===== src/rtl/mac_op_scheduler_pkg.sv =====
// Shared opcode, state and start-line definitions for the MAC operation scheduler.
package mac_sched_pkg;

    localparam int OP_W = 3;

    localparam logic [OP_W-1:0] OP_SQ     = 3'd0;
    localparam logic [OP_W-1:0] OP_SC     = 3'd1;
    localparam logic [OP_W-1:0] OP_MAT8   = 3'd2;
    localparam logic [OP_W-1:0] OP_MAT16  = 3'd3;
    localparam logic [OP_W-1:0] OP_COLSUM = 3'd4;

    localparam int NSTART = 5;

    typedef enum logic [1:0] {
        ST_IDLE  = 2'd0,
        ST_ISSUE = 2'd1,
        ST_WAIT  = 2'd2,
        ST_ACK   = 2'd3
    } sched_state_t;

    function automatic logic op_legal(input logic [OP_W-1:0] op);
        return op <= OP_COLSUM;
    endfunction

    // Bit n of the result drives the start line for opcode n.
    function automatic logic [NSTART-1:0] start_onehot(input logic [OP_W-1:0] op);
        return NSTART'(1) << op;
    endfunction

endpackage


===== src/rtl/mac_op_scheduler_if.sv =====
// Requester / MAC-controller bundle between the scheduler and its environment.
interface mac_op_scheduler_if #(
    parameter int NREQ = 4
);
    localparam int IDX_W = (NREQ > 1) ? $clog2(NREQ) : 1;

    logic [NREQ-1:0]   req;
    logic [3*NREQ-1:0] op;
    logic              mac_done;
    logic              sq;
    logic              sc;
    logic              mat8;
    logic              mat16;
    logic              col_sum;
    logic [NREQ-1:0]   ack;
    logic              err;
    logic              busy;
    logic [IDX_W-1:0]  grant_id;
    logic [15:0]       ops_done;

    modport master (
        output req, op, mac_done,
        input  sq, sc, mat8, mat16, col_sum, ack, err, busy, grant_id, ops_done
    );

    modport slave (
        input  req, op, mac_done,
        output sq, sc, mat8, mat16, col_sum, ack, err, busy, grant_id, ops_done
    );
endinterface


===== src/rtl/mac_op_scheduler_rr_arbiter.sv =====
// Combinational round-robin picker: first set request at or after ptr, wrapping.
module rr_arbiter #(
    parameter int NREQ  = 4,
    parameter int IDX_W = (NREQ > 1) ? $clog2(NREQ) : 1
) (
    input  logic [NREQ-1:0]  req,
    input  logic [IDX_W-1:0] ptr,
    output logic             any,
    output logic [IDX_W-1:0] idx
);
    logic [2*NREQ-1:0] dbl;
    logic [NREQ-1:0]   rot;
    logic [IDX_W-1:0]  enc;
    logic [IDX_W:0]    sum;

    assign dbl = {req, req};
    assign rot = dbl[ptr +: NREQ];
    assign any = |req;

    always_comb begin
        enc = '0;
        for (int j = NREQ - 1; j >= 0; j--) begin
            if (rot[j]) enc = IDX_W'(j);
        end
        // Undo the rotation; the sum never exceeds 2*NREQ-2 so one subtract suffices.
        sum = {1'b0, enc} + {1'b0, ptr};
        if (sum >= (IDX_W + 1)'(NREQ)) sum = sum - (IDX_W + 1)'(NREQ);
        idx = sum[IDX_W-1:0];
    end
endmodule


===== src/rtl/mac_op_scheduler.sv =====
// Round-robin scheduler sharing one MAC controller among NREQ requesters, with a done watchdog.
module mac_op_scheduler
    import mac_sched_pkg::*;
#(
    parameter int NREQ    = 4,
    parameter int TIMEOUT = 2047
) (
    input  logic         clk,
    input  logic         rst,
    mac_op_scheduler_if.slave bus
);
    localparam int IDX_W = (NREQ > 1) ? $clog2(NREQ) : 1;
    localparam int WD_W  = $clog2(TIMEOUT + 1);

    sched_state_t      state_q;
    logic [IDX_W-1:0]  grant_q;
    logic [IDX_W-1:0]  rr_ptr_q;
    logic [OP_W-1:0]   opc_q;
    logic              err_flag_q;
    logic [WD_W-1:0]   wdog_q;
    logic [NSTART-1:0] start_q;
    logic [NREQ-1:0]   ack_q;
    logic              err_q;
    logic [15:0]       ops_done_q;

    logic              arb_any;
    logic [IDX_W-1:0]  arb_idx;
    logic [OP_W-1:0]   arb_op;

    rr_arbiter #(.NREQ(NREQ), .IDX_W(IDX_W)) u_arb (
        .req (bus.req),
        .ptr (rr_ptr_q),
        .any (arb_any),
        .idx (arb_idx)
    );

    assign arb_op = bus.op[arb_idx*OP_W +: OP_W];

    function automatic logic [NREQ-1:0] req_onehot(input logic [IDX_W-1:0] i);
        return NREQ'(1) << i;
    endfunction

    function automatic logic [IDX_W-1:0] ptr_next(input logic [IDX_W-1:0] i);
        return (i == IDX_W'(NREQ - 1)) ? '0 : i + IDX_W'(1);
    endfunction

    function automatic logic [15:0] sat_inc(input logic [15:0] v);
        return (v == 16'hFFFF) ? v : v + 16'd1;
    endfunction

    always_ff @(posedge clk or posedge rst) begin
        if (rst) begin
            state_q    <= ST_IDLE;
            grant_q    <= '0;
            rr_ptr_q   <= '0;
            opc_q      <= '0;
            err_flag_q <= 1'b0;
            wdog_q     <= '0;
            start_q    <= '0;
            ack_q      <= '0;
            err_q      <= 1'b0;
            ops_done_q <= '0;
        end else begin
            // Pulse outputs default low; each is raised on the transition that precedes its cycle.
            start_q <= '0;
            ack_q   <= '0;
            err_q   <= 1'b0;
            case (state_q)
                ST_IDLE: begin
                    if (arb_any) begin
                        grant_q <= arb_idx;
                        opc_q   <= arb_op;
                        if (op_legal(arb_op)) begin
                            start_q <= start_onehot(arb_op);
                            state_q <= ST_ISSUE;
                        end else begin
                            err_flag_q <= 1'b1;
                            ack_q      <= req_onehot(arb_idx);
                            err_q      <= 1'b1;
                            state_q    <= ST_ACK;
                        end
                    end
                end
                ST_ISSUE: begin
                    wdog_q  <= '0;
                    state_q <= ST_WAIT;
                end
                ST_WAIT: begin
                    if (bus.mac_done) begin
                        ack_q   <= req_onehot(grant_q);
                        state_q <= ST_ACK;
                    end else if (wdog_q == WD_W'(TIMEOUT)) begin
                        err_flag_q <= 1'b1;
                        ack_q      <= req_onehot(grant_q);
                        err_q      <= 1'b1;
                        state_q    <= ST_ACK;
                    end else begin
                        wdog_q <= wdog_q + WD_W'(1);
                    end
                end
                ST_ACK: begin
                    if (!err_flag_q) ops_done_q <= sat_inc(ops_done_q);
                    rr_ptr_q   <= ptr_next(grant_q);
                    err_flag_q <= 1'b0;
                    state_q    <= ST_IDLE;
                end
                default: state_q <= ST_IDLE;
            endcase
        end
    end

    assign bus.sq       = start_q[OP_SQ];
    assign bus.sc       = start_q[OP_SC];
    assign bus.mat8     = start_q[OP_MAT8];
    assign bus.mat16    = start_q[OP_MAT16];
    assign bus.col_sum  = start_q[OP_COLSUM];
    assign bus.ack      = ack_q;
    assign bus.err      = err_q;
    assign bus.busy     = (state_q != ST_IDLE);
    assign bus.grant_id = grant_q;
    assign bus.ops_done = ops_done_q;
endmodule


===== src/flat_wrapper.sv =====
// flat-port wrapper written by rule: the top's interface ports become plain ports
module mac_op_scheduler_flat import mac_sched_pkg::*;
#(
    parameter int NREQ    = 4,
    parameter int TIMEOUT = 2047
)
  (clk, rst, bus_req, bus_op, bus_mac_done, bus_sq, bus_sc, bus_mat8, bus_mat16, bus_col_sum, bus_ack, bus_err, bus_busy, bus_grant_id, bus_ops_done);
  mac_op_scheduler_if #(.NREQ(NREQ)) bus_i ();
  input  logic clk;
  input  logic rst;
  input wire logic [$bits(bus_i.req)-1:0] bus_req;
  input wire logic [$bits(bus_i.op)-1:0] bus_op;
  input wire logic [$bits(bus_i.mac_done)-1:0] bus_mac_done;
  output wire logic [$bits(bus_i.sq)-1:0] bus_sq;
  output wire logic [$bits(bus_i.sc)-1:0] bus_sc;
  output wire logic [$bits(bus_i.mat8)-1:0] bus_mat8;
  output wire logic [$bits(bus_i.mat16)-1:0] bus_mat16;
  output wire logic [$bits(bus_i.col_sum)-1:0] bus_col_sum;
  output wire logic [$bits(bus_i.ack)-1:0] bus_ack;
  output wire logic [$bits(bus_i.err)-1:0] bus_err;
  output wire logic [$bits(bus_i.busy)-1:0] bus_busy;
  output wire logic [$bits(bus_i.grant_id)-1:0] bus_grant_id;
  output wire logic [$bits(bus_i.ops_done)-1:0] bus_ops_done;
  assign bus_i.req = bus_req;
  assign bus_i.op = bus_op;
  assign bus_i.mac_done = bus_mac_done;
  assign bus_sq = bus_i.sq;
  assign bus_sc = bus_i.sc;
  assign bus_mat8 = bus_i.mat8;
  assign bus_mat16 = bus_i.mat16;
  assign bus_col_sum = bus_i.col_sum;
  assign bus_ack = bus_i.ack;
  assign bus_err = bus_i.err;
  assign bus_busy = bus_i.busy;
  assign bus_grant_id = bus_i.grant_id;
  assign bus_ops_done = bus_i.ops_done;
  mac_op_scheduler #(.NREQ(NREQ), .TIMEOUT(TIMEOUT)) u_core (.clk(clk), .rst(rst), .bus(bus_i));
endmodule

===== config.mk =====
export PLATFORM = sky130hd
export DESIGN_NAME = mac_op_scheduler_flat
export DESIGN_NICKNAME = d
export VERILOG_FILES = /design/src/rtl/mac_op_scheduler_pkg.sv /design/src/rtl/mac_op_scheduler_if.sv /design/src/rtl/mac_op_scheduler_rr_arbiter.sv /design/src/rtl/mac_op_scheduler.sv /design/src/flat_wrapper.sv
export SDC_FILE = /design/constraint.sdc
export NUM_CORES = 1
export LEC_CHECK = 0
export ABC_AREA = 1
export BUFFER_PORTS_ARGS = -buffer_cell sky130_fd_sc_hd__buf_2
export CORE_UTILIZATION = 35
export DETAILED_ROUTE_END_ITERATION = 8
export GPL_ROUTABILITY_DRIVEN = 0
export MAX_ROUTING_LAYER = met4
export PLACE_DENSITY_LB_ADDON = 0.25
export SYNTH_ARGS = -nofsm -noshare
export SYNTH_HDL_FRONTEND = slang
export SYNTH_SLANG_ARGS = --single-unit

===== constraint.sdc =====
create_clock -name clk -period 2.3 [get_ports clk]
set_input_delay 0.345 -clock clk [delete_from_list [all_inputs] [get_ports clk]]
set_output_delay 0.345 -clock clk [all_outputs]
set_load 0.005 [all_outputs]

# --- Word-level counts from Yosys, hierarchy flattened ---
# Index checks and enable logic that the tools add are counted.
totals:
  regBits: 44
  output_inout_bits: 29
op_classes:
  n_addsub: 5
  multipliers: 1
  magnitude_cmp: 2
  n_eq_ne: 12
  shifts: 5
  n_mux: 32
  n_bitwise: 2
  n_reduce_logical: 10
op_table:
  columns: ["cell", "count"]
  rows:
  - ["$mux 11", 2]
  - ["$pmux 11 s2", 1]
  - ["$mux 2", 10]
  - ["$add 16x1->16 const B", 1]
  - ["$eq 16x16->1 const B", 1]
  - ["$mux 4", 4]
  - ["$mux 5", 3]
  - ["$shiftx 12x5->3", 1]
  - ["$add 11x1->11 const B", 1]
  - ["$eq 11x11->1 const B", 1]
  - ["$mux 1", 8]
  - ["$pmux 2 s4", 1]
  - ["$pmux 4 s2", 1]
  - ["$shiftx 8x3->4", 1]
  - ["$shl 1x2->4 const A", 2]
  - ["$eq 2x2->1 const B", 3]
  - ["$ne 2x2->1 const B", 3]
  - ["$reduce_and 3->1", 2]
  - ["$reduce_and 5->1", 1]
  - ["$shl 1x3->5 const A", 1]
  - ["$mul 2x2->4 const B", 1]
  - ["$ne 2x1->1 const B", 2]
  - ["$reduce_and 2->1", 2]
  - ["$reduce_bool 2->1", 2]
  - ["13 further kinds", 14]

# --- Logic depth before layout (Yosys ltp) ---
# Gate-level depths: netlist (run 1).
logic_depth:
  word_depth: 14
  depth_mapped: 20
  mapped_depth_nobuf: 20

# --- By module ---
# From an unflattened synthesis (run 1), not the netlist that was laid out.
unflattened:
  hier_cells: 358
  area_unflattened_um2: 2751.4
modules_own_cells:
  columns: ["module", "n_inst", "cells_per_inst", "area_per_inst_um2", "seq_area_each_um2"]
  rows:
  - ["mac_op_scheduler", 1, 323, 2583.7, 1101.1]
  - ["rr_arbiter", 1, 35, 167.7, 0.0]

# --- Worst setup path before layout (run 1) ---
# No wires, ideal clock.
synth_timing:
  path_kind: "register to register"
  start: "register u_core.rr_ptr_q[0]"
  end: "register u_core.err_flag_q"
  arrival_time_ns: 2.086
  required_time_ns: 2.184
  setup_slack_ns: 0.098
  stages_incl_launch_ff: 21
  path_buffers: 1
  cell_sequence: "dfrtp_1 inv_2 nand2_1 nand3_1 nand2_1 nand3_1 a21boi_0 ha_1 buf_2 inv_1 nand2_1 nand2_1 nand3_1 nand2_4 inv_4 nand2_8 nand2_4 nand2_4 nand2_2 nand2_1 nand2_1"
synth_between:
  elab_chain_len: 13
synth_lines:
  columns: ["element", "line", "text"]
  rows:
  - ["from (decl)", "mac_op_scheduler.sv:17", "logic [IDX_W-1:0] rr_ptr_q;"]
  - ["from (signal assigned)", "mac_op_scheduler.sv:103", "rr_ptr_q <= ptr_next(grant_q);"]
  - ["$shiftx 8x3->4", "mac_op_scheduler_rr_arbiter.sv:17", "assign rot = dbl[ptr +: NREQ];"]
  - ["$mux 2 (4 in a row)", "mac_op_scheduler_rr_arbiter.sv:23", "if (rot[j]) enc = IDX_W'(j);"]
  - ["$add 2x2->3 *", "mac_op_scheduler_rr_arbiter.sv:26", "sum = {1'b0, enc} + {1'b0, ptr};"]
  - ["$ge 3x3->1 or $sub 2x1->2 (tied branches)", "mac_op_scheduler_rr_arbiter.sv:27", "if (sum >= (IDX_W + 1)'(NREQ)) sum = sum - (IDX_W + 1)'(NREQ);"]
  - ["$mux 2 *", "mac_op_scheduler_rr_arbiter.sv:27", null]
  - ["via u_core.arb_idx[0]", "mac_op_scheduler.sv:27", "logic [IDX_W-1:0] arb_idx;"]
  - ["$mul 2x2->4 *", "mac_op_scheduler.sv:37", "assign arb_op = bus.op[arb_idx*OP_W +: OP_W];"]
  - ["$shiftx 12x5->3 *", "mac_op_scheduler.sv:37", null]
  - ["$le 3x3->1 *", "mac_op_scheduler_pkg.sv:22", "return op <= OP_COLSUM;"]
  - ["$ne 2x2->1 (no line) *", null, null]
  - ["$reduce_and 5->1 (no line) *", null, null]
  - ["to (signal assigned)", "mac_op_scheduler.sv:57", "err_flag_q <= 1'b0;"]
  - ["to (signal assigned)", "mac_op_scheduler.sv:77", "err_flag_q <= 1'b1;"]
  - ["to (signal assigned)", "mac_op_scheduler.sv:93", "err_flag_q <= 1'b1;"]
  - ["to (decl)", "mac_op_scheduler.sv:19", "logic err_flag_q;"]
# Mark *: on every way through the listed nets, which the timed path passes. The rest lies on a longest branch.
# A chain may end at the register's enable or synchronous reset.

# --- Final worst setup path (run 1) ---
layout_timing:
  start: "register u_core.rr_ptr_q[0]"
  end: "register u_core.err_flag_q"
layout_between:
  elab_chain_len: 13
layout_lines:
  columns: ["element", "line"]
  rows:
  - ["$shiftx 8x3->4", "mac_op_scheduler_rr_arbiter.sv:17"]
  - ["$mux 2 (4 in a row)", "mac_op_scheduler_rr_arbiter.sv:23"]
  - ["$add 2x2->3 *", "mac_op_scheduler_rr_arbiter.sv:26"]
  - ["$ge 3x3->1 or $sub 2x1->2 (tied branches)", "mac_op_scheduler_rr_arbiter.sv:27"]
  - ["$mux 2 *", "mac_op_scheduler_rr_arbiter.sv:27"]
  - ["$mul 2x2->4 *", "mac_op_scheduler.sv:37"]
  - ["$shiftx 12x5->3 *", "mac_op_scheduler.sv:37"]
  - ["$le 3x3->1 *", "mac_op_scheduler_pkg.sv:22"]
  - ["$ne 2x2->1 (no line) *", null]
  - ["$reduce_and 5->1 (no line) *", null]
# Mark *: on every way between the ends. The rest lies on a longest branch, timed or not.

==> impl_metrics.json, run 1 <==
{
  "syn2layout_area_growth_pct": 27.10,
  "p_leak_nw": 1.710,
  "synth_edf_count": 0,
  "path_cells": "inv_4 > nand2_4 > nand3_1 > nand2_1 > a21boi_4 > ha_4 > xor2_2 > inv_1 > nand3_2 > nand2_4 > nand2_4 > nand2_4 > inv_4 > nand2_8 > nand2_4 > nand2_4 > nand2_2 > nand2_2 > nand2_1",
  "rows": 31,
  "startpoint_type": "flip-flop",
  "wl_met1_mm": 2.578,
  "wl_met3_microns": 211,
  "hpwl_mm": 4.297,
  "finalCritPeriodShare_pct": 99.13,
  "cts_tree": "built",
  "grt_overflow_total": 0,
  "remaining_drc_errors": 0,
  "netlist_instances": 315,
  "synthesis.area_sq_um": 2631,
  "cp_common_cell": "nand2_4",
  "relSlewSlack_pct": 39.30,
  "dr_wl_met2_mm": 2.932,
  "slowest_stage": "dfrtp_2",
  "drv_slew": 0,
  "grt_max_degree": 26,
  "wl_per_cell_microns": 11.93,
  "setup.worst_path.start": "u_core.rr_ptr_q[0]$_DFFE_PP0P_",
  "crit_family": "simple AND/OR/NAND/NOR gates",
  "root_buffer": "clkbuf_8",
  "start_util_pct": 36.28,
  "rr_worst_depth": 19,
  "placed_area_sq_um": 3030,
  "synth_seq_cells": 44,
  "cellPowerDensity_nw_per_um2": 1420,
  "synthDistinctLibCells": 38,
  "cp-end-kind": "flip-flop",
  "cts.sinks": 44,
  "synth_top_area_share_pct": 41.84,
  "fmax_ghz": 0.4386,
  "r2r_start": "u_core.rr_ptr_q[0]$_DFFE_PP0P_",
  "outcome": "completed",
  "final_antenna_net_count": 0,
  "final_area_sq_um": 3344,
  "setup_ws_ns": 0.01996,
  "vias": 2234,
  "antenna-diode-count": 0,
  "peakVddDrop_uv": 985.0,
  "highest_layer": "met4",
  "grt_usage_pct": 16.00,
  "cts_buffers": 5,
  "num_io_pins": 48,
  "grt_setup_unrepaired": "true",
  "setup_viol": 0,
  "worstSetupPathDepth": 19,
  "drive_above_1_share_pct": 35.75,
  "hold_violations": 0,
  "routed_wl_mm": 5.784,
  "insertion_delay_ns": 0.30,
  "synth_seq_area_share_pct": 41.84,
  "synth_async_sr_flop_share_pct": 100.0,
  "port_buffers": 47,
  "avgSynthCellArea_sq_um": 8.353,
  "rrSetupSlack_ns": 0.02,
  "period_minus_slack_ns": 2.280,
  "grt_pass1_wl_mm": 9.404,
  "firstDrtPassIters": 4,
  "vias_per_cell": 4.606,
  "clk_pin_slew_ns": 0.09,
  "dieHeight_microns": 88.71,
  "synth_nets": 345,
  "drv_cap": 0,
  "synthTopCellsByArea": "dfrtp_1, nand2_1, inv_1",
  "fp.coreArea_sq_um": 7253,
  "drtIter0Drc": 99,
  "crit_arrival_ns": 2.48,
  "synthTopCellsByCount": "nand2_1, dfrtp_1, inv_1, nand3_1, nor2_1",
  "synth_top_area_cell": "dfrtp_1",
  "antenna_found_initial": 0,
  "path_class": "reg -> reg",
  "yosys_warnings": 0,
  "fin_skew_ns": 0.007112,
  "fp.dieArea_sq_um": 7869,
  "crit_path_max_fanout": 6,
  "cp_slowest_stage_delay_ns": 0.47,
  "required_ns": 2.50,
  "fin_setup_tns_ns": 0,
  "worstMarginPinSlew_ns": 0.9049,
  "crit_end": "u_core.err_flag_q$_DFFE_PP0P_",
  "pre_cts_ws_ns": -0.09383,
  "final_nets": 415,
  "die_x_microns": 88.71,
  "rr_endpoint": "u_core.err_flag_q$_DFFE_PP0P_",
  "path_buf_inv": 3,
  "yosysMostFrequentCell": "nand2_1",
  "clock_path_buffers": 2,
  "hold_class": "in -> async",
  "synth_ff_type": "dfrtp_1",
  "htreeDepth": 2,
  "grt_pass1_vias": 2097
}
-- worst min-delay path by stage --
stage,startpoint,depth (start not counted),slack (ns),endpoint
after floorplan,u_core.err_flag_q$_DFFE_PP0P_,2,0.44,u_core.err_flag_q$_DFFE_PP0P_
after global placement,rst,2,0.47,u_core.wdog_q[1]$_DFFE_PP0P_
after detailed placement,rst,2,0.47,u_core.wdog_q[2]$_DFFE_PP0P_
after CTS,rst,2,0.15,u_core.bus.ops_done[7]$_DFFE_PP0P_
after global routing,rst,2,0.18,u_core.bus.err$_DFF_PP0_
final,rst,2,0.12,u_core.bus.err$_DFF_PP0_
-- sequential cells by signal, summed over array words and instances (netlist names) --
register             count
u_core.start_q           5
u_core.rr_ptr_q          2
u_core.state_q           2
u_core.bus.ops_done     16
u_core.err_flag_q        1
u_core.bus.grant_id      2
u_core.bus.ack           4
u_core.bus.err           1
u_core.wdog_q           11
-- report_power, final --
| group | switching [mW] | total, mW | internal, mW |
|---|---|---|---|
| Sequential | 0.159 | 1.12 | 0.963 |
| Combinational | 1.81 | 3.12 | 1.31 |
| Clock | 0.267 | 0.507 | 0.240 |
-- worst register-to-register path, cell delays in order (launching register included) --
cell,delay (ns)
dfrtp_2,0.47
inv_4,0.12
nand2_4,0.06
nand3_1,0.06
nand2_1,0.08
a21boi_4,0.15
ha_4,0.16
xor2_2,0.17
inv_1,0.07
nand3_2,0.11
nand2_4,0.17
nand2_4,0.07
nand2_4,0.08
inv_4,0.05
nand2_8,0.08
nand2_4,0.05
nand2_4,0.06
nand2_2,0.06
nand2_2,0.07
nand2_1,0.04
-- cell usage in the layout (no fill, tap or decap), types with 2 or more instances in the layout --
| cell | n |
|---|---|
| o21ai_0 | 17 |
| nand3_2 | 9 |
| buf_4 | 18 |
| nand3_1 | 18 |
| xnor2_1 | 4 |
| ha_1 | 10 |
| nor2_1 | 21 |
| inv_4 | 4 |
| mux2i_1 | 3 |
| nor3_1 | 6 |
| clkinv_2 | 3 |
| clkbuf_8 | 6 |
| nor4_1 | 3 |
| inv_1 | 39 |
| nand2_2 | 13 |
| buf_2 | 47 |
| dfrtp_1 | 42 |
| nor3_2 | 3 |
| o21ai_2 | 5 |
| nand2_4 | 10 |
| nand4_1 | 4 |
| dfrtp_2 | 2 |
| xor2_1 | 11 |
| a21oi_1 | 4 |
| a31oi_1 | 2 |
| inv_2 | 3 |
| nor2_2 | 4 |
| nand2_1 | 59 |
| nand2_8 | 2 |
-- metrics by stage --
stage	total power [mW]	cells	hold WS (ns)	util (%)
2_1_floorplan	3.031	315	0.4408	-
3_3_place_gp	3.562	466	0.4650	41.78
3_5_place_dp	3.615	466	0.4670	41.78
4_1_cts	4.252	478	0.1486	43.64
5_1_grt	5.146	485	0.1799	46.11
6_report	4.750	485	0.1239	46.11
-- cell type report --
cell class              count  area [sq um]
fillers                   736          3909
multi-input cells         220          1454
well taps                  99         123.9
inverters                  49         200.2
flip-flops and latches     44          1104
clock inverters             2         10.01
clock buffers               6         82.58
repair buffers             65         370.4
-- per-layer routing --
metal  vias up  track usage, %
li1       1141               -
met5         -               -
met2        49           26.99
met4         0           4.399
met1      1040           19.80
met3         4           2.612
-- cells by family after synthesis --
kind of cell    count (synthesis)  share of synthesized area [%]
compound gates                 33                          7.894
buf+inv                        51                          7.799
fa+ha+maj                      11                          5.231
flops                          44                          41.85
mux                             4                          1.569
xor+xnor                       16                          5.326
simple gates                  156                          30.34
-- what timing repair did --
action,4_1_cts,5_1_grt
buffers inserted,4,7
hold buffers,0,0
resized for setup,4,31
pin swaps,1,13
setup endpoints to repair,9,13
(Power assumes the default switching activity.)
==> run 2: changes to the inputs <==
--- a/config.mk
+++ b/config.mk
@@ -7,6 +7,7 @@
 export LEC_CHECK = 0
 export ABC_AREA = 1
 export BUFFER_PORTS_ARGS = -buffer_cell sky130_fd_sc_hd__buf_2
+export CAP_MARGIN = 15
 export CORE_UTILIZATION = 35
 export DETAILED_ROUTE_END_ITERATION = 8
 export GPL_ROUTABILITY_DRIVEN = 0
==> constraint.sdc (replaced) <==
create_clock -name clk -period 2.3 [get_ports clk]
set_input_delay 0.575 -clock clk [delete_from_list [all_inputs] [get_ports clk]]
set_output_delay 0.575 -clock clk [all_outputs]
set_load 0.005 [all_outputs]
==> run 2 against run 1 <==
  * Count of clock-buffer cells in the layout fell by 1
  * Clock power rose by 18%
  * Sequential power barely moved
  * Sequential share of layout area barely moved
  * Maximum frequency fell by 0.79%
  * Critical path depth fell by 1
  * Register-to-register slack got worse by 0.02 ns
  * Critical path type unchanged
  * Critical endpoint unchanged
  * Largest cell class unchanged
  * Largest power group unchanged
==> impl_metrics.json, run 2 (synthesized netlist as in run 1, its figures left out) <==
{
  "startpoint_type": "flip-flop",
  "netSwitchingPower_mw": 2.178,
  "multi_input_area_sq_um": 1423,
  "fillers": 737,
  "num_io_pins": 48,
  "antenna-diode-count": 0,
  "clkPwrFrac_pct": 12.5,
  "cts_tree": "built",
  "path_cells": "nand2_1 > nand3_2 > nand2_2 > nand3_2 > a21boi_1 > ha_2 > inv_2 > nand2_1 > nand2_1 > nand3_2 > nand2_4 > inv_4 > nand2_8 > nand2_4 > nand2_4 > nand2_2 > nand2_2 > nand2_1",
  "cellPowerDensity_nw_per_um2": 1423,
  "final_common_cell": "nand2_1",
  "clock_path_buffers": 2,
  "cp_common_cell": "nand2_1",
  "final_cell_mix": "nand2_1, buf_2, dfrtp_1, inv_1, nor2_1",
  "die_x_microns": 88.71,
  "clk_pin_slew_ns": 0.09,
  "antenna_found_initial": 0,
  "root_buffer": "clkbuf_8",
  "drive_above_1_share_pct": 36.34,
  "rows": 31,
  "finalCritPeriodShare_pct": 99.92,
  "routed_wl_mm": 5.732,
  "drv_cap": 0,
  "outcome": "completed",
  "vias_per_cell": 4.676,
  "fin_util_pct": 46.18,
  "relSlewSlack_pct": 63.14,
  "start_util_pct": 36.28,
  "hold_class": "in -> async",
  "dieHeight_microns": 88.71,
  "worstMarginPinSlew_ns": 0.5529,
  "final_antenna_net_count": 0,
  "grt_overflow_total": 0,
  "combPwrFrac_pct": 63.8,
  "cp_slowest_stage_delay_ns": 0.48,
  "setup_viol": 0,
  "p_leak_nw": 1.712,
  "swShare_pct": 45.70,
  "cts.sinks": 44,
  "hpwl_mm": 4.138,
  "insertion_delay_ns": 0.30,
  "grt_usage_pct": 16.04,
  "regArea_sq_um": 1104,
  "syn2layout_area_growth_pct": 27.29,
  "required_ns": 2.50,
  "grt_pass1_vias": 2165,
  "drv_slew": 0,
  "fin_skew_ns": 0.01272,
  "power_frac_seq_pct": 23.7,
  "path_class": "reg -> reg",
  "peakVddDrop_uv": 1139,
  "period_minus_slack_ns": 2.298,
  "grt_setup_unrepaired": "true",
  "crit_path_max_fanout": 8,
  "fin_setup_tns_ns": 0,
  "htreeDepth": 2,
  "port_buffers": 47,
  "crit_arrival_ns": 2.50,
  "wl_per_cell_microns": 11.77,
  "slowest_stage": "dfrtp_2",
  "internal_power_mw": 2.588,
  "remaining_drc_errors": 0,
  "fp.coreArea_sq_um": 7253,
  "fp.dieArea_sq_um": 7869,
  "grt_pass1_wl_mm": 9.328,
  "grt_max_degree": 45,
  "cts_buffers": 5,
  "vias": 2277,
  "hold_violations": 0,
  "largest_register_ffs": 16,
  "whs_ns": 0.3947,
  "drtIter0Drc": 129,
  "fmax_ghz": 0.4351,
  "cp-end-kind": "flip-flop",
  "firstDrtPassIters": 5,
  "final_nets": 417
}
run 2: cell count changes in the layout (fill, tap and decap cells not counted), moves of 2 or more:
| cell | previous run | this run |
|---|---|---|
| nand3_1 | 18 | 16 |
| nand2_2 | 13 | 16 |
| nand2_1 | 59 | 57 |
| inv_4 | 4 | 2 |
| buf_6 | 0 | 2 |
| inv_2 | 3 | 6 |
run 2: power by group through the flow:
stage          combinational (mW)  sequential [mW]  clock (mW)
6_report                     3.04             1.13       0.597
5_1_grt                      3.38             1.15       0.651
3_5_place_dp                 2.67             1.13           0
4_1_cts                      2.70             1.13       0.610
2_1_floorplan                1.93             1.11           0
3_3_place_gp                 2.63             1.13           0
run 2: what timing repair did:
action	4_1_cts	5_1_grt
setup endpoints to repair	3	12
buffers inserted	0	9
pin swaps	0	16
hold buffers	0	0
gates resized for setup	4	27
run 2: layout make-up:
type,count,area share [%]
repair buffers,67,11.73
inverters,49,5.827
flip-flops and latches,44,32.95
multi-input cells,220,42.47
clock inverters,3,1.270
clock buffers,5,2.055
well taps,99,3.698
run 2: per-stage QoR:
stage	cells	instance area (sq um)	setup WS [ns]	total power [mW]
2_1_floorplan	315	2631	0.02483	3.037
3_3_place_gp	470	3060	-0.1458	3.762
3_5_place_dp	470	3060	-0.1913	3.802
4_1_cts	478	3184	0.03523	4.440
5_1_grt	487	3349	-0.1621	5.181
6_report	487	3349	0.001809	4.767
run 2: final timing paths:
path                                           startpoint                                 end  slack (ns)  cells after the start
min reg2reg                  u_core.wdog_q[3]$_DFFE_PP0P_        u_core.wdog_q[3]$_DFFE_PP0P_        0.49                      1
min                                                   rst  u_core.bus.ops_done[7]$_DFFE_PP0P_        0.39                      3
min in group clk             u_core.wdog_q[3]$_DFFE_PP0P_        u_core.wdog_q[3]$_DFFE_PP0P_        0.49                      1
max                        u_core.rr_ptr_q[0]$_DFFE_PP0P_       u_core.err_flag_q$_DFFE_PP0P_       0.002                     18
max reg2reg                u_core.rr_ptr_q[0]$_DFFE_PP0P_       u_core.err_flag_q$_DFFE_PP0P_       0.002                     18
max in group asynchronous                             rst      u_core.rr_ptr_q[0]$_DFFE_PP0P_        1.50                      3
run 2: layer usage:
layer | vias up | global-route usage, % | routed length, microns | part of all wire [%]
li1 | 1143 | - | - | -
met1 | 1060 | 18.44 | 2580 | 45
met2 | 64 | 27.62 | 2811 | 49
met3 | 10 | 3.451 | 252 | 4.4
met4 | 0 | 5.425 | 87 | 1.5
met5 | - | - | 0 | 0
run 2: worst max-delay path, delay by kind of cell (launching register included):
family	cells	cell delay, ns
flops	1	0.48
compound gates	1	0.15
buf+inv	2	0.16
simple gates	14	1.07
fa+ha+maj	1	0.35
==> run 3: changes to the inputs <==
--- a/config.mk
+++ b/config.mk
@@ -8,6 +8,7 @@
 export ABC_AREA = 1
 export BUFFER_PORTS_ARGS = -buffer_cell sky130_fd_sc_hd__buf_2
 export CAP_MARGIN = 15
+export CORE_ASPECT_RATIO = 1.1
 export CORE_UTILIZATION = 35
 export DETAILED_ROUTE_END_ITERATION = 8
 export GPL_ROUTABILITY_DRIVEN = 0
==> run 3 against run 2 <==
  * The flow now finishes with violations (design-rule violations)
  * Highest routed layer unchanged
  * Maximum frequency up 0.76%
  * Critical path type unchanged
  * Sequential share of layout area hardly changed
  * Non-clock buffer count up 3
  * Worst setup slack better by 0.017 ns
==> impl_metrics.json, run 3 (synthesized netlist as in run 1, its figures left out) <==
{
  "clkPwrFrac_pct": 10.6,
  "wl_per_cell_microns": 11.92,
  "final_antenna_net_count": 0,
  "htreeDepth": 2,
  "die_x_microns": 84.67,
  "total_power_mw": 4.768,
  "remaining_drc_errors": 5,
  "relSlewSlack_pct": 63.24,
  "worstSetupPathDepth": 19,
  "setup_viol": 0,
  "hold_buffers": 0,
  "path_class": "reg -> reg",
  "grt_max_degree": 19,
  "period_minus_slack_ns": 2.281,
  "final_cell_mix": "nand2_1, buf_2, dfrtp_1, inv_1, buf_4",
  "grt_usage_pct": 15.35,
  "antenna_found_initial": 0,
  "grt_pass1_wl_mm": 9.508,
  "finalCritPeriodShare_pct": 99.16,
  "hold_violations": 0,
  "fp.dieArea_sq_um": 7869,
  "placed_area_sq_um": 3088,
  "slowest_stage": "dfrtp_2",
  "largest_register_ffs": 16,
  "power_frac_seq_pct": 23.5,
  "drv_slew": 0,
  "firstDrtPassIters": 6,
  "worstMarginPinSlew_ns": 0.5463,
  "drtIter0Drc": 49,
  "fin_skew_ns": 0.009779,
  "final_nets": 420,
  "dp.cells": 462,
  "cp_common_cell": "nand2_4",
  "clk_pin_slew_ns": 0.09,
  "netSwitchingPower_mw": 2.194,
  "hold_class": "in -> async",
  "vias_per_cell": 4.700,
  "cellPowerDensity_nw_per_um2": 1424,
  "drv_cap": 0,
  "drive_above_1_share_pct": 36.83,
  "port_buffers": 47,
  "crit_arrival_ns": 2.47,
  "crit_family": "simple AND/OR/NAND/NOR gates",
  "path_buf_inv": 3,
  "outcome": "finished with violations",
  "path_cells": "inv_4 > nand2_2 > nand3_2 > nand2_2 > nand3_2 > a21boi_4 > ha_4 > xor2_2 > inv_1 > nand3_2 > nand2_4 > o21ai_4 > nand2_4 > inv_6 > nand2_4 > nand2_4 > nand2_2 > nand2_1 > nand2_1",
  "vias": 2237,
  "rows": 32,
  "insertion_delay_ns": 0.30,
  "fp.coreArea_sq_um": 7127,
  "dieHeight_microns": 92.94,
  "fillers": 701,
  "cts.sinks": 44,
  "fmax_ghz": 0.4384,
  "final_area_sq_um": 3348,
  "syn2layout_area_growth_pct": 27.25,
  "routed_wl_mm": 5.676,
  "clock_path_buffers": 2,
  "cp-end-kind": "flip-flop",
  "startpoint_type": "flip-flop",
  "p_leak_nw": 1.718,
  "crit_path_max_fanout": 6,
  "cts_buffers": 5,
  "final_common_cell": "nand2_1",
  "grt_overflow_total": 0,
  "fin_setup_tns_ns": 0,
  "hpwl_mm": 4.344,
  "stdcell_count": 476,
  "internal_power_mw": 2.574,
  "root_buffer": "clkbuf_8",
  "swShare_pct": 46.02,
  "peakVddDrop_uv": 973.2,
  "num_io_pins": 48,
  "cp_slowest_stage_delay_ns": 0.47,
  "start_util_pct": 36.92,
  "violations": "design-rule violations",
  "cts_tree": "built",
  "grt_setup_unrepaired": "true",
  "rr_worst_depth": 19,
  "required_ns": 2.49,
  "grt_pass1_vias": 2144,
  "combPwrFrac_pct": 65.9,
  "antenna-diode-count": 0
}
[run 3: cell types whose count changed in the layout (fill, tap and decap cells not counted), sizes merged]
cell / before / now
buf: 67 / 70
clkbuf: 5 / 7
bufinv: 1 / 0
clkinv: 3 / 2
[run 3: path summary, 6_finish.rpt]
| check | startpoint | to | slack (ns) |
|---|---|---|---|
| worst min-delay path | rst | u_core.bus.ops_done[0]$_DFFE_PP0P_ | 0.22 |
| min in group clk | u_core.wdog_q[3]$_DFFE_PP0P_ | u_core.wdog_q[3]$_DFFE_PP0P_ | 0.48 |
| max in group asynchronous | rst | u_core.rr_ptr_q[1]$_DFFE_PP0P_ | 1.51 |
| worst min register to register | u_core.wdog_q[3]$_DFFE_PP0P_ | u_core.wdog_q[3]$_DFFE_PP0P_ | 0.48 |
| worst max register to register | u_core.rr_ptr_q[0]$_DFFE_PP0P_ | u_core.err_flag_q$_DFFE_PP0P_ | 0.02 |
| worst max-delay path | u_core.rr_ptr_q[0]$_DFFE_PP0P_ | u_core.err_flag_q$_DFFE_PP0P_ | 0.02 |
[run 3: power by group through the flow]
stage	registers (mW)	logic, mW	clock network, mW
global placement	1.13	2.74	0
detailed placement	1.13	2.78	0
floorplan	1.11	1.93	0
CTS	1.12	2.79	0.528
finish	1.12	3.14	0.505
global route	1.15	3.46	0.555
[run 3: worst reg2reg max path, cell delays in order, from the launching register on]
cell and delay (ns):
dfrtp_2 0.47, inv_4 0.08, nand2_2 0.10, nand3_2 0.07, nand2_2 0.08, nand3_2 0.09, a21boi_4 0.18, ha_4 0.16
xor2_2 0.16, inv_1 0.07, nand3_2 0.11, nand2_4 0.10, o21ai_4 0.08, nand2_4 0.08, inv_6 0.08, nand2_4 0.05
nand2_4 0.07, nand2_2 0.04, nand2_1 0.06, nand2_1 0.04
[run 3: timing repair]
item                                    CTS  global route
endpoints found under the setup margin   12            12
setup buffers                             0             6
resized for setup                         2            29
pin swaps                                 0            11
[run 3: per-layer routing]
| layer | vias to the layer above | part of all wire [%] | GRT usage (%) |
|---|---|---|---|
| li1 | 1149 | - | - |
| met1 | 1038 | 46 | 19.18 |
| met2 | 46 | 50 | 26.02 |
| met3 | 4 | 3.6 | 2.674 |
| met4 | 0 | 0.51 | 3.531 |
| met5 | - | 0 | - |
[run 3: final cells by class]
class                           count  area (sq um)  share of cell area (%)
Clock inverter                      1         7.507                  0.2242
Timing Repair Buffer               70         407.9                   12.18
Tap cell                           85         106.4                   3.176
Multi-Input combinational cell    220          1441                   43.05
Inverter                           49         195.2                   5.830
Clock buffer                        7         86.33                   2.578
Sequential cell                    44          1104                   32.96
[run 3: through the flow]
stage	utilization, %	hold WS [ns]	setup WS [ns]
6_report	46.98	0.2244	0.01921
5_1_grt	46.98	0.2386	-0.1311
4_1_cts	44.66	0.2263	0.03269
3_5_place_dp	43.33	0.4640	-0.1983
3_3_place_gp	43.33	0.4644	-0.1175
2_1_floorplan	-	0.4408	0.02483
